===== src/rtl/traffic_seq_monitor_pkg.sv =====
// Shared types for the traffic light controller and its sequence monitor.
//   light_t      : light color encoding (2'b11 is not a legal color)
//   mon_err_t    : monitor error codes, ordered by reporting priority
//   trk_state_t  : round tracker states
//   next_color() : legal successor of a color (RED->GREEN->YELLOW->RED)
package traffic_pkg;

  typedef enum logic [1:0] {
    RED    = 2'd0,
    GREEN  = 2'd1,
    YELLOW = 2'd2
  } light_t;

  typedef enum logic [1:0] {
    ERR_NONE  = 2'd0,
    ERR_ENC   = 2'd1,
    ERR_SKIP  = 2'd2,
    ERR_STUCK = 2'd3
  } mon_err_t;

  typedef enum logic [1:0] {
    S_SYNC = 2'd0,
    S_R    = 2'd1,
    S_G    = 2'd2,
    S_Y    = 2'd3
  } trk_state_t;

  // The illegal encoding maps to RED so that a RED sample right after it
  // is treated as a fresh start rather than a second error.
  function automatic light_t next_color(input light_t c);
    case (c)
      RED:     return GREEN;
      GREEN:   return YELLOW;
      YELLOW:  return RED;
      default: return RED;
    endcase
  endfunction

endpackage


===== src/rtl/traffic_seq_monitor_if.sv =====
// Monitor signal bundle.
//   master : drives color / mon_en / clr_err, observes status
//   slave  : the monitor; observes color, drives err / err_code / seq_ok /
//            cycle_cnt / err_cnt
interface traffic_seq_monitor_if
  import traffic_pkg::*;
#(
  parameter int CNT_W = 16
) ();

  light_t             color;
  logic               mon_en;
  logic               clr_err;
  logic               err;
  mon_err_t           err_code;
  logic               seq_ok;
  logic [CNT_W-1:0]   cycle_cnt;
  logic [7:0]         err_cnt;

  modport master (
    output color, mon_en, clr_err,
    input  err, err_code, seq_ok, cycle_cnt, err_cnt
  );

  modport slave (
    input  color, mon_en, clr_err,
    output err, err_code, seq_ok, cycle_cnt, err_cnt
  );

endinterface


===== src/rtl/traffic_seq_monitor_tracker.sv =====
// Round tracker: follows RED->GREEN->YELLOW->RED and counts completed rounds.
//   clk, rst_n : clock, async active-low reset
//   sample     : a color is sampled this edge
//   color      : sampled color
//   sync_clr   : error on this sample or monitor disabled; back to S_SYNC
//   cycle_cnt  : completed rounds, saturating
//   seq_ok     : one-cycle pulse per completed round
//
// state  | meaning
// S_SYNC | waiting for a RED to align to the sequence
// S_R    | in red phase
// S_G    | in green phase
// S_Y    | in yellow phase; next RED completes a round
module traffic_seq_tracker
  import traffic_pkg::*;
#(
  parameter int CNT_W = 16
) (
  input  logic             clk,
  input  logic             rst_n,
  input  logic             sample,
  input  light_t           color,
  input  logic             sync_clr,
  output logic [CNT_W-1:0] cycle_cnt,
  output logic             seq_ok
);

  trk_state_t state;

  always_ff @(posedge clk or negedge rst_n) begin
    if (!rst_n) begin
      state     <= S_SYNC;
      cycle_cnt <= '0;
      seq_ok    <= 1'b0;
    end else begin
      seq_ok <= 1'b0;
      // an offending sample is never used to resync, even if it is RED
      if (sync_clr) begin
        state <= S_SYNC;
      end else if (sample) begin
        case (state)
          S_SYNC: if (color == RED)    state <= S_R;
          S_R:    if (color == GREEN)  state <= S_G;
          S_G:    if (color == YELLOW) state <= S_Y;
          S_Y: begin
            if (color == RED) begin
              state  <= S_R;
              seq_ok <= 1'b1;
              if (cycle_cnt != '1) cycle_cnt <= cycle_cnt + CNT_W'(1);
            end
          end
          default: state <= S_SYNC;
        endcase
      end
    end
  end

endmodule


===== src/rtl/traffic_seq_monitor.sv =====
// Sequence checker for the traffic light controller's color output.
// Flags illegal encodings, skipped phases and stuck phases; counts rounds.
//   clk, rst_n : clock, async active-low reset
//   mon        : traffic_seq_monitor_if.slave (color/mon_en/clr_err in,
//                err/err_code/seq_ok/cycle_cnt/err_cnt out)
// Build option: TRAFFIC_MON_STATS_EN builds the saturating error-event
// counter; without it err_cnt reads 0.
module traffic_seq_monitor
  import traffic_pkg::*;
#(
  parameter int CNT_W       = 16,
  parameter int STUCK_LIMIT = 4
) (
  input logic                   clk,
  input logic                   rst_n,
  traffic_seq_monitor_if.slave  mon
);

  localparam int DW = $clog2(STUCK_LIMIT + 1);
  localparam logic [DW-1:0] DWELL_MAX = DW'(STUCK_LIMIT);

  light_t          prev_color;
  logic            prev_valid;
  logic [DW-1:0]   dwell;
  logic            err_q;
  mon_err_t        err_code_q;

  logic            sample;
  logic            same;
  logic            enc_hit, skip_hit, stuck_hit, err_hit;
  mon_err_t        hit_code;

  always_comb begin
    sample    = mon.mon_en;
    same      = prev_valid && (mon.color == prev_color);
    enc_hit   = sample && (2'(mon.color) == 2'b11);
    skip_hit  = sample && prev_valid && !same && (mon.color != next_color(prev_color));
    // fires only on the repeat that brings dwell up to the limit; dwell then holds
    stuck_hit = sample && same && (dwell == DWELL_MAX - DW'(1));
    err_hit   = enc_hit || skip_hit || stuck_hit;
    hit_code  = ERR_NONE;
    if (enc_hit)        hit_code = ERR_ENC;
    else if (skip_hit)  hit_code = ERR_SKIP;
    else if (stuck_hit) hit_code = ERR_STUCK;
  end

  always_ff @(posedge clk or negedge rst_n) begin
    if (!rst_n) begin
      prev_color <= RED;
      prev_valid <= 1'b0;
      dwell      <= '0;
    end else if (!sample) begin
      prev_valid <= 1'b0;
      dwell      <= '0;
    end else begin
      prev_color <= mon.color;
      prev_valid <= 1'b1;
      if (!same)                  dwell <= '0;
      else if (dwell != DWELL_MAX) dwell <= dwell + DW'(1);
    end
  end

  // A new error beats a simultaneous clear and reports its own code.
  always_ff @(posedge clk or negedge rst_n) begin
    if (!rst_n) begin
      err_q      <= 1'b0;
      err_code_q <= ERR_NONE;
    end else if (err_hit) begin
      err_q <= 1'b1;
      if (!err_q || mon.clr_err) err_code_q <= hit_code;
    end else if (mon.clr_err) begin
      err_q      <= 1'b0;
      err_code_q <= ERR_NONE;
    end
  end

  assign mon.err      = err_q;
  assign mon.err_code = err_code_q;

`ifdef TRAFFIC_MON_STATS_EN
  logic [7:0] err_cnt_q;

  always_ff @(posedge clk or negedge rst_n) begin
    if (!rst_n) begin
      err_cnt_q <= 8'd0;
    end else if (mon.clr_err) begin
      err_cnt_q <= err_hit ? 8'd1 : 8'd0;
    end else if (err_hit && (err_cnt_q != 8'hFF)) begin
      err_cnt_q <= err_cnt_q + 8'd1;
    end
  end

  assign mon.err_cnt = err_cnt_q;
`else
  assign mon.err_cnt = 8'd0;
`endif

  traffic_seq_tracker #(.CNT_W(CNT_W)) u_tracker (
    .clk       (clk),
    .rst_n     (rst_n),
    .sample    (sample),
    .color     (mon.color),
    .sync_clr  (err_hit || !sample),
    .cycle_cnt (mon.cycle_cnt),
    .seq_ok    (mon.seq_ok)
  );

endmodule


===== src/flat_wrapper.sv =====
// flat-port wrapper written by rule: the top's interface ports become plain ports
module traffic_seq_monitor_flat import traffic_pkg::*;
#(
  parameter int CNT_W       = 16,
  parameter int STUCK_LIMIT = 4
)
  (clk, rst_n, mon_color, mon_mon_en, mon_clr_err, mon_err, mon_err_code, mon_seq_ok, mon_cycle_cnt, mon_err_cnt);
  traffic_seq_monitor_if #(.CNT_W(CNT_W)) mon_i ();
  input logic clk;
  input logic rst_n;
  input wire logic [$bits(mon_i.color)-1:0] mon_color;
  input wire logic [$bits(mon_i.mon_en)-1:0] mon_mon_en;
  input wire logic [$bits(mon_i.clr_err)-1:0] mon_clr_err;
  output wire logic [$bits(mon_i.err)-1:0] mon_err;
  output wire logic [$bits(mon_i.err_code)-1:0] mon_err_code;
  output wire logic [$bits(mon_i.seq_ok)-1:0] mon_seq_ok;
  output wire logic [$bits(mon_i.cycle_cnt)-1:0] mon_cycle_cnt;
  output wire logic [$bits(mon_i.err_cnt)-1:0] mon_err_cnt;
  assign mon_i.color = mon_color;
  assign mon_i.mon_en = mon_mon_en;
  assign mon_i.clr_err = mon_clr_err;
  assign mon_err = mon_i.err;
  assign mon_err_code = mon_i.err_code;
  assign mon_seq_ok = mon_i.seq_ok;
  assign mon_cycle_cnt = mon_i.cycle_cnt;
  assign mon_err_cnt = mon_i.err_cnt;
  traffic_seq_monitor #(.CNT_W(CNT_W), .STUCK_LIMIT(STUCK_LIMIT)) u_core (.clk(clk), .rst_n(rst_n), .mon(mon_i));
endmodule

===== config.mk =====
export PLATFORM = sky130hd
export DESIGN_NAME = traffic_seq_monitor_flat
export DESIGN_NICKNAME = d
export VERILOG_FILES = /design/src/rtl/traffic_seq_monitor_pkg.sv /design/src/rtl/traffic_seq_monitor_if.sv /design/src/rtl/traffic_seq_monitor_tracker.sv /design/src/rtl/traffic_seq_monitor.sv /design/src/flat_wrapper.sv
export SDC_FILE = /design/constraint.sdc
export NUM_CORES = 1
export LEC_CHECK = 0
export CORE_ASPECT_RATIO = 0.6
export CORE_UTILIZATION = 40
export CTS_CLUSTER_SIZE = 28
export DETAILED_ROUTE_END_ITERATION = 12
export HOLD_SLACK_MARGIN = 0.05
export PLACE_DENSITY = 0.68
export SLEW_MARGIN = 20
export SYNTH_ARGS = -nofsm -noshare
export SYNTH_HDL_FRONTEND = slang
export SYNTH_SLANG_ARGS = --single-unit
export TNS_END_PERCENT = 1

===== constraint.sdc =====
create_clock -name clk -period 2.4 [get_ports clk]
set_input_delay 0.24 -clock clk [delete_from_list [all_inputs] [get_ports clk]]
set_output_delay 0.24 -clock clk [all_outputs]
set_load 0.05 [all_outputs]

==> impl_metrics.csv <==
group,metric,value,unit
cts,postCtsSetupBuffers,0,
finish,multi_input_area,792.0,um2
timing,setup_viol,0,
cts,cts.clk_slew.worst_paths,90,ps
floorplan,core_area,3744,um2
yosys,synth-seq-cells,28,
routing,wire_per_inst,13.54,um
cts,cts_made_buffers,3,
floorplan,io_pins,34,
timing,fmax,494.7,MHz
placed_design,hpwlAfterDp,2442,um
global_route,grt_pass1_vias,1085,
cts,cts.htree.levels,1,
yosys,yosys_warnings,0,
yosys,async_reset_ff_share,100.0,%
yosys,yosysMostFrequentCell,"dfrtp_1",
worst_setup_path,crit_start,"u_core.u_tracker.cycle_cnt[4]",
power_and_ir_drop,power.density,558.3,nW/um2
floorplan,dieArea,4240,um2
worst_setup_path,end_kind,"flip-flop",
timing,rsz0062_at_grt,"false",
floorplan,rows,17,
finish,fin_area,1909,um2
worst_setup_path,crit_slowest_cell,"dfrtp_1",
floorplan,die_y,50.84,um
worst_setup_path,crit_arrival,2190,ps
placed_design,place_ws,147.5,ps
finish,antenna_cells,0,
routing,drt-initial-drc-count,59,
yosys,synth_cell_type_count,38,
finish,drive_gt1_share,9.677,%
power_and_ir_drop,cellLeakagePower,0.8079,nW
yosys,synth_area_leader_cell,"dfrtp_1",
placed_design,placed_cells_incl_taps,229,
cts,clk_path_buf_depth,2,
worst_setup_path,crit_type,"flip-flop to flip-flop",
timing,worst_hold_slack,325.0,ps
yosys,synthCells,160,
worst_setup_path,crit_path_max_fanout,9,
cts,ctsHoldBuffers,0,
cts,root_buffer,"clkbuf_8",
yosys,netlist_top_cells_count,"dfrtp_1, nand3_1, xnor2_1",
finish,synthToLayoutAreaGrowth,20.06,%
yosys,avgSynthCellArea,9.939,um2
global_route,grt_pass1_wl,5250,um
floorplan,die_w,83.40,um
global_route,grt_max_degree,29,
hold_path,hold_class,"input pin to asynchronous set/reset pin",
timing,tightest_slew,507.3,ps
placed_design,gp_congestion,0.8443,
worst_setup_path,rrSetupSlack,380,ps
cts,cts_tree,"done",
finish,fin_nets,200,
routing,drc,0,
worst_setup_path,critPathLaunchType,"flip-flop",
placed_design,port_buffers,25,
worst_setup_path,r2r_cells,5,
yosys,synthTopCellsByArea,"dfrtp_1, xnor2_1, ha_1",
timing,finalMaxSlewViolations,0,
routing,vias_per_cell,5.099,
finish,fin_cells,233,
global_route,track_usage,15.85,%
cts,clk_latency,280,ps
timing,setup_slack,378.4,ps
flow_run,drv_cap,0,
timing,slew_headroom,66.07,%
global_route,antenna_found_initial,0,
yosys,synth-edff-count,0,
yosys,synth_area,1590,um2
cts,clock_sink_count,28,
routing,firstDrtPassIters,4,
timing,period_share,84.23,%
placed_design,place_area,1854,um2
routing,routed_wl,3154,um
worst_setup_path,r2r-end,"u_core.u_tracker.cycle_cnt[1]",
worst_setup_path,path_cells,"nand4_1 > nor2_1 > nand2_2 > and2_4 > mux2_4",
yosys,synth_top_area_share,44.06,%
finish,fill_cells,329,
floorplan,start_util,42.48,%
timing,setup_tns,0,ps
timing,finClkSkew,3.785,ps
routing,ant_nets,0,
power_and_ir_drop,total_power,1.066,mW
finish,post-route-util,51.00,%
yosys,yosysSeqAreaShare,44.06,%
global_route,grt_remaining_overflow,0,
worst_setup_path,cp_data_required_time,2570,ps
timing,final.min_clock_period,2022,ps
finish,regArea,700.7,um2
worst_setup_path,r2r_start,"u_core.u_tracker.cycle_cnt[4]",
timing,final-hold-violation-count,0,
outcome,outcome,"finished, final reports clean",
worst_setup_path,max_stage_delay,470,ps
routing,vias,1188,
power_and_ir_drop,max-vdd-ir-drop,297.2,uV
cts,ctsResizeCount,0,
yosys,synthFlopType,"dfrtp_1",
## cell families after synthesis
| logic type | share of synthesized area (%) |
|---|---|
| simple gates | 21.48 |
| flops | 44.06 |
| buf+inv | 7.789 |
| compound gates | 8.339 |
| xor+xnor | 8.812 |
| fa+ha+maj | 5.507 |
| mux | 3.776 |
| other cells | 0.2358 |
## worst max-delay path by stage
stage	to
detailed placement	u_core.u_tracker.cycle_cnt[1]
global placement	u_core.u_tracker.cycle_cnt[1]
floorplan	u_core.u_tracker.cycle_cnt[1]
global route	u_core.u_tracker.cycle_cnt[1]
finish	u_core.u_tracker.cycle_cnt[1]
CTS	u_core.u_tracker.cycle_cnt[1]
## registers in the layout, indices dropped and copies added (netlist names)
register / cells
u_core.u_tracker.seq_ok: 1
u_core.prev_color: 2
u_core.dwell: 3
u_core.prev_valid: 1
u_core.u_tracker.cycle_cnt: 16
u_core.u_tracker.state: 2
u_core.mon.err_code: 2
u_core.mon.err: 1
## cells in the final DEF, fill, tap and decap left out, drive strengths merged
cell type      count
a211oi             1
a21oi              9
a31oi              2
and2               3
and3               3
and4               1
and4bb             1
buf                2
clkbuf             4
clkdlybuf4s50     25
conb               8
dfrtp             28
ha                 7
inv               10
mux2               5
nand2             12
nand2b             3
nand3             14
nand4              7
nand4b             1
nor2               3
nor2b              1
nor3               7
nor4b              2
o21ai              6
o221ai             1
o31ai              1
or2                1
or2b               1
or3                1
xnor2             13
xor2               3
## routing by layer
layer	vias to the layer above	wire length, um	global-route usage (%)
li1	589	-	-
met1	558	1569	22.62
met2	37	1406	24.45
met3	4	150	3.877
met4	0	26	3.736
met5	-	0	0
## power breakdown
group	total (mW)	switching (mW)	internal, mW
Combinational	0.242	0.157	0.0851
Sequential	0.530	0.0324	0.498
Clock	0.294	0.147	0.147
Total	1.07	0.336	0.730
## worst max-delay path: cells and delay by family, from the launching register on
family,cells,cell delay [ps]
flops,1,470
mux,1,290
simple gates,4,1160
## layout make-up
type	count	area share (%)
clock buffer	4	2.883
timing repair buffer	27	13.89
tap	47	3.080
inverter	10	1.966
sequential	28	36.70
multi-input combinational	117	41.48
No activity file was read; power rests on OpenSTA's default activity.
==> RTL change (config.mk and constraints unchanged) <==
`STUCK_LIMIT` is set to 4 in 2 places; all go to 8.
--- a/src/rtl/traffic_seq_monitor.sv
+++ b/src/rtl/traffic_seq_monitor.sv
@@ -9,7 +9,7 @@
   import traffic_pkg::*;
 #(
   parameter int CNT_W       = 16,
-  parameter int STUCK_LIMIT = 4
+  parameter int STUCK_LIMIT = 8
 ) (
   input logic                   clk,
   input logic                   rst_n,
--- a/src/flat_wrapper.sv
+++ b/src/flat_wrapper.sv
@@ -2,7 +2,7 @@
 module traffic_seq_monitor_flat import traffic_pkg::*;
 #(
   parameter int CNT_W       = 16,
-  parameter int STUCK_LIMIT = 4
+  parameter int STUCK_LIMIT = 8
 )
   (clk, rst_n, mon_color, mon_mon_en, mon_clr_err, mon_err, mon_err_code, mon_seq_ok, mon_cycle_cnt, mon_err_cnt);
   traffic_seq_monitor_if #(.CNT_W(CNT_W)) mon_i ();
Behaviour: not the same (Yosys sat finds a counterexample within 10 cycles, from zero or initial values and one cycle with rst_n low).
==> RTL change against the original RTL <==
Area after synthesis is the same. First-iteration DRC count grew 15%. Total power grew 16%. Setup slack lost 0.13 ns. Sequential cell count grew 1. Wire length shrank 2.3%. Cell area grew 1.8%. Maximum frequency shrank 5.9%. Critical path type unchanged. Largest cell class unchanged. Largest power group unchanged. Highest routed layer unchanged.
==> RTL change: results (changes against the original RTL) <==
metric,value,unit,change
crit_start,u_core.u_tracker.cycle_cnt[0],,was u_core.u_tracker.cycle_cnt[4]
fmax,465.5,MHz,was 494.7 MHz
peakVddDrop,374.8,uV,was 297.2 uV
numCtsBuffers,5,,was 3
portBuffers,25,,unchanged
firstDrtPassIters,5,,was 4
nFillCells,326,,was 329
antenna_found_initial,0,,unchanged
dpl-instance-area,1863,sq um,was 1854 sq um
synth_compound_area_share,5.980,%,was 8.340%
crit_path_max_fanout,13,,was 9
synth_fa_ha_area_share,4.721,%,was 5.507%
synth_commonest_cells,"dfrtp_1, nor2_1, nand2_1, xor2_1",,"was dfrtp_1, nand3_1, xnor2_1, nand2_1, inv_1"
skew,0.007091,ns,was 0.003785 ns
dr_total_vias,1170,,"was 1,188"
cts.clk_slew.worst_paths,0.06,ns,was 0.09 ns
holdWs,0.3513,ns,was 0.3250 ns
max_stage_delay,0.44,ns,was 0.47 ns
grt_start_max_net_pins,30,,was 29
avgSynthCellArea,10.19,sq um,was 9.939 sq um
finalNonFillerCells,234,,was 233
synth.distinct_cells,40,,was 38
ys_seq_area_share,45.63,%,was 44.06%
yosys-top-cells-area,"dfrtp_1, xor2_1, ha_1",,"was dfrtp_1, xnor2_1, ha_1"
outcome,finished clean,,unchanged
r2r_cells,6,,was 5
grtUsageTotal,16.16,%,was 15.85%
grt_first_pass_wirelength,5.264,mm,was 5.250 mm
synth_mux_area_share,3.462,%,was 3.777%
worstMarginPinSlew,0.5099,ns,was 0.5073 ns
layout-drive-gt1-share,10.70,%,was 9.677%
drt_iter0_markers,68,,was 59
synth_top_area_share,45.63,%,was 44.06%
cts_max_level,2,,was 1
routed_wl,3.083,mm,was 3.154 mm
grt_pass1_vias,1108,,"was 1,085"
synth_xor_area_share,9.913,%,was 8.812%
fin_nets,198,,was 200
reg_top3,"u_core.u_tracker.cycle_cnt (16), u_core.dwell (4)",,"was u_core.u_tracker.cycle_cnt (16), u_core.dwell (3)"
dp_hpwl,2.315,mm,was 2.442 mm
postSynth.asyncResetShare,100.0,%,unchanged
==> RTL change: routing by layer <==
| metal | routed length (um) | global-route usage, % | vias to the layer above |
|---|---|---|---|
| met5 | 0 | 0 | - |
| met4 | 35 | 6.034 | 0 |
| met3 | 128 | 4.847 | 7 |
| met2 | 1304 | 25.00 | 23 |
| met1 | 1615 | 21.64 | 559 |
| li1 | - | - | 581 |
==> RTL change: final cells by class <==
type | instances | area [sq um] | area share, %
Multi-Input combinational cell | 115 | 779.5 | 40.12
Sequential cell | 29 | 725.7 | 37.35
Timing Repair Buffer | 28 | 272.8 | 14.04
Clock buffer | 8 | 80.08 | 4.121
Tap cell | 47 | 58.81 | 3.026
Inverter | 7 | 26.28 | 1.352
==> RTL change: power breakdown <==
part	switching [W]	internal (W)
clock network	0.000179	0.000206
registers	0.0000422	0.000522
logic	0.000186	0.000104
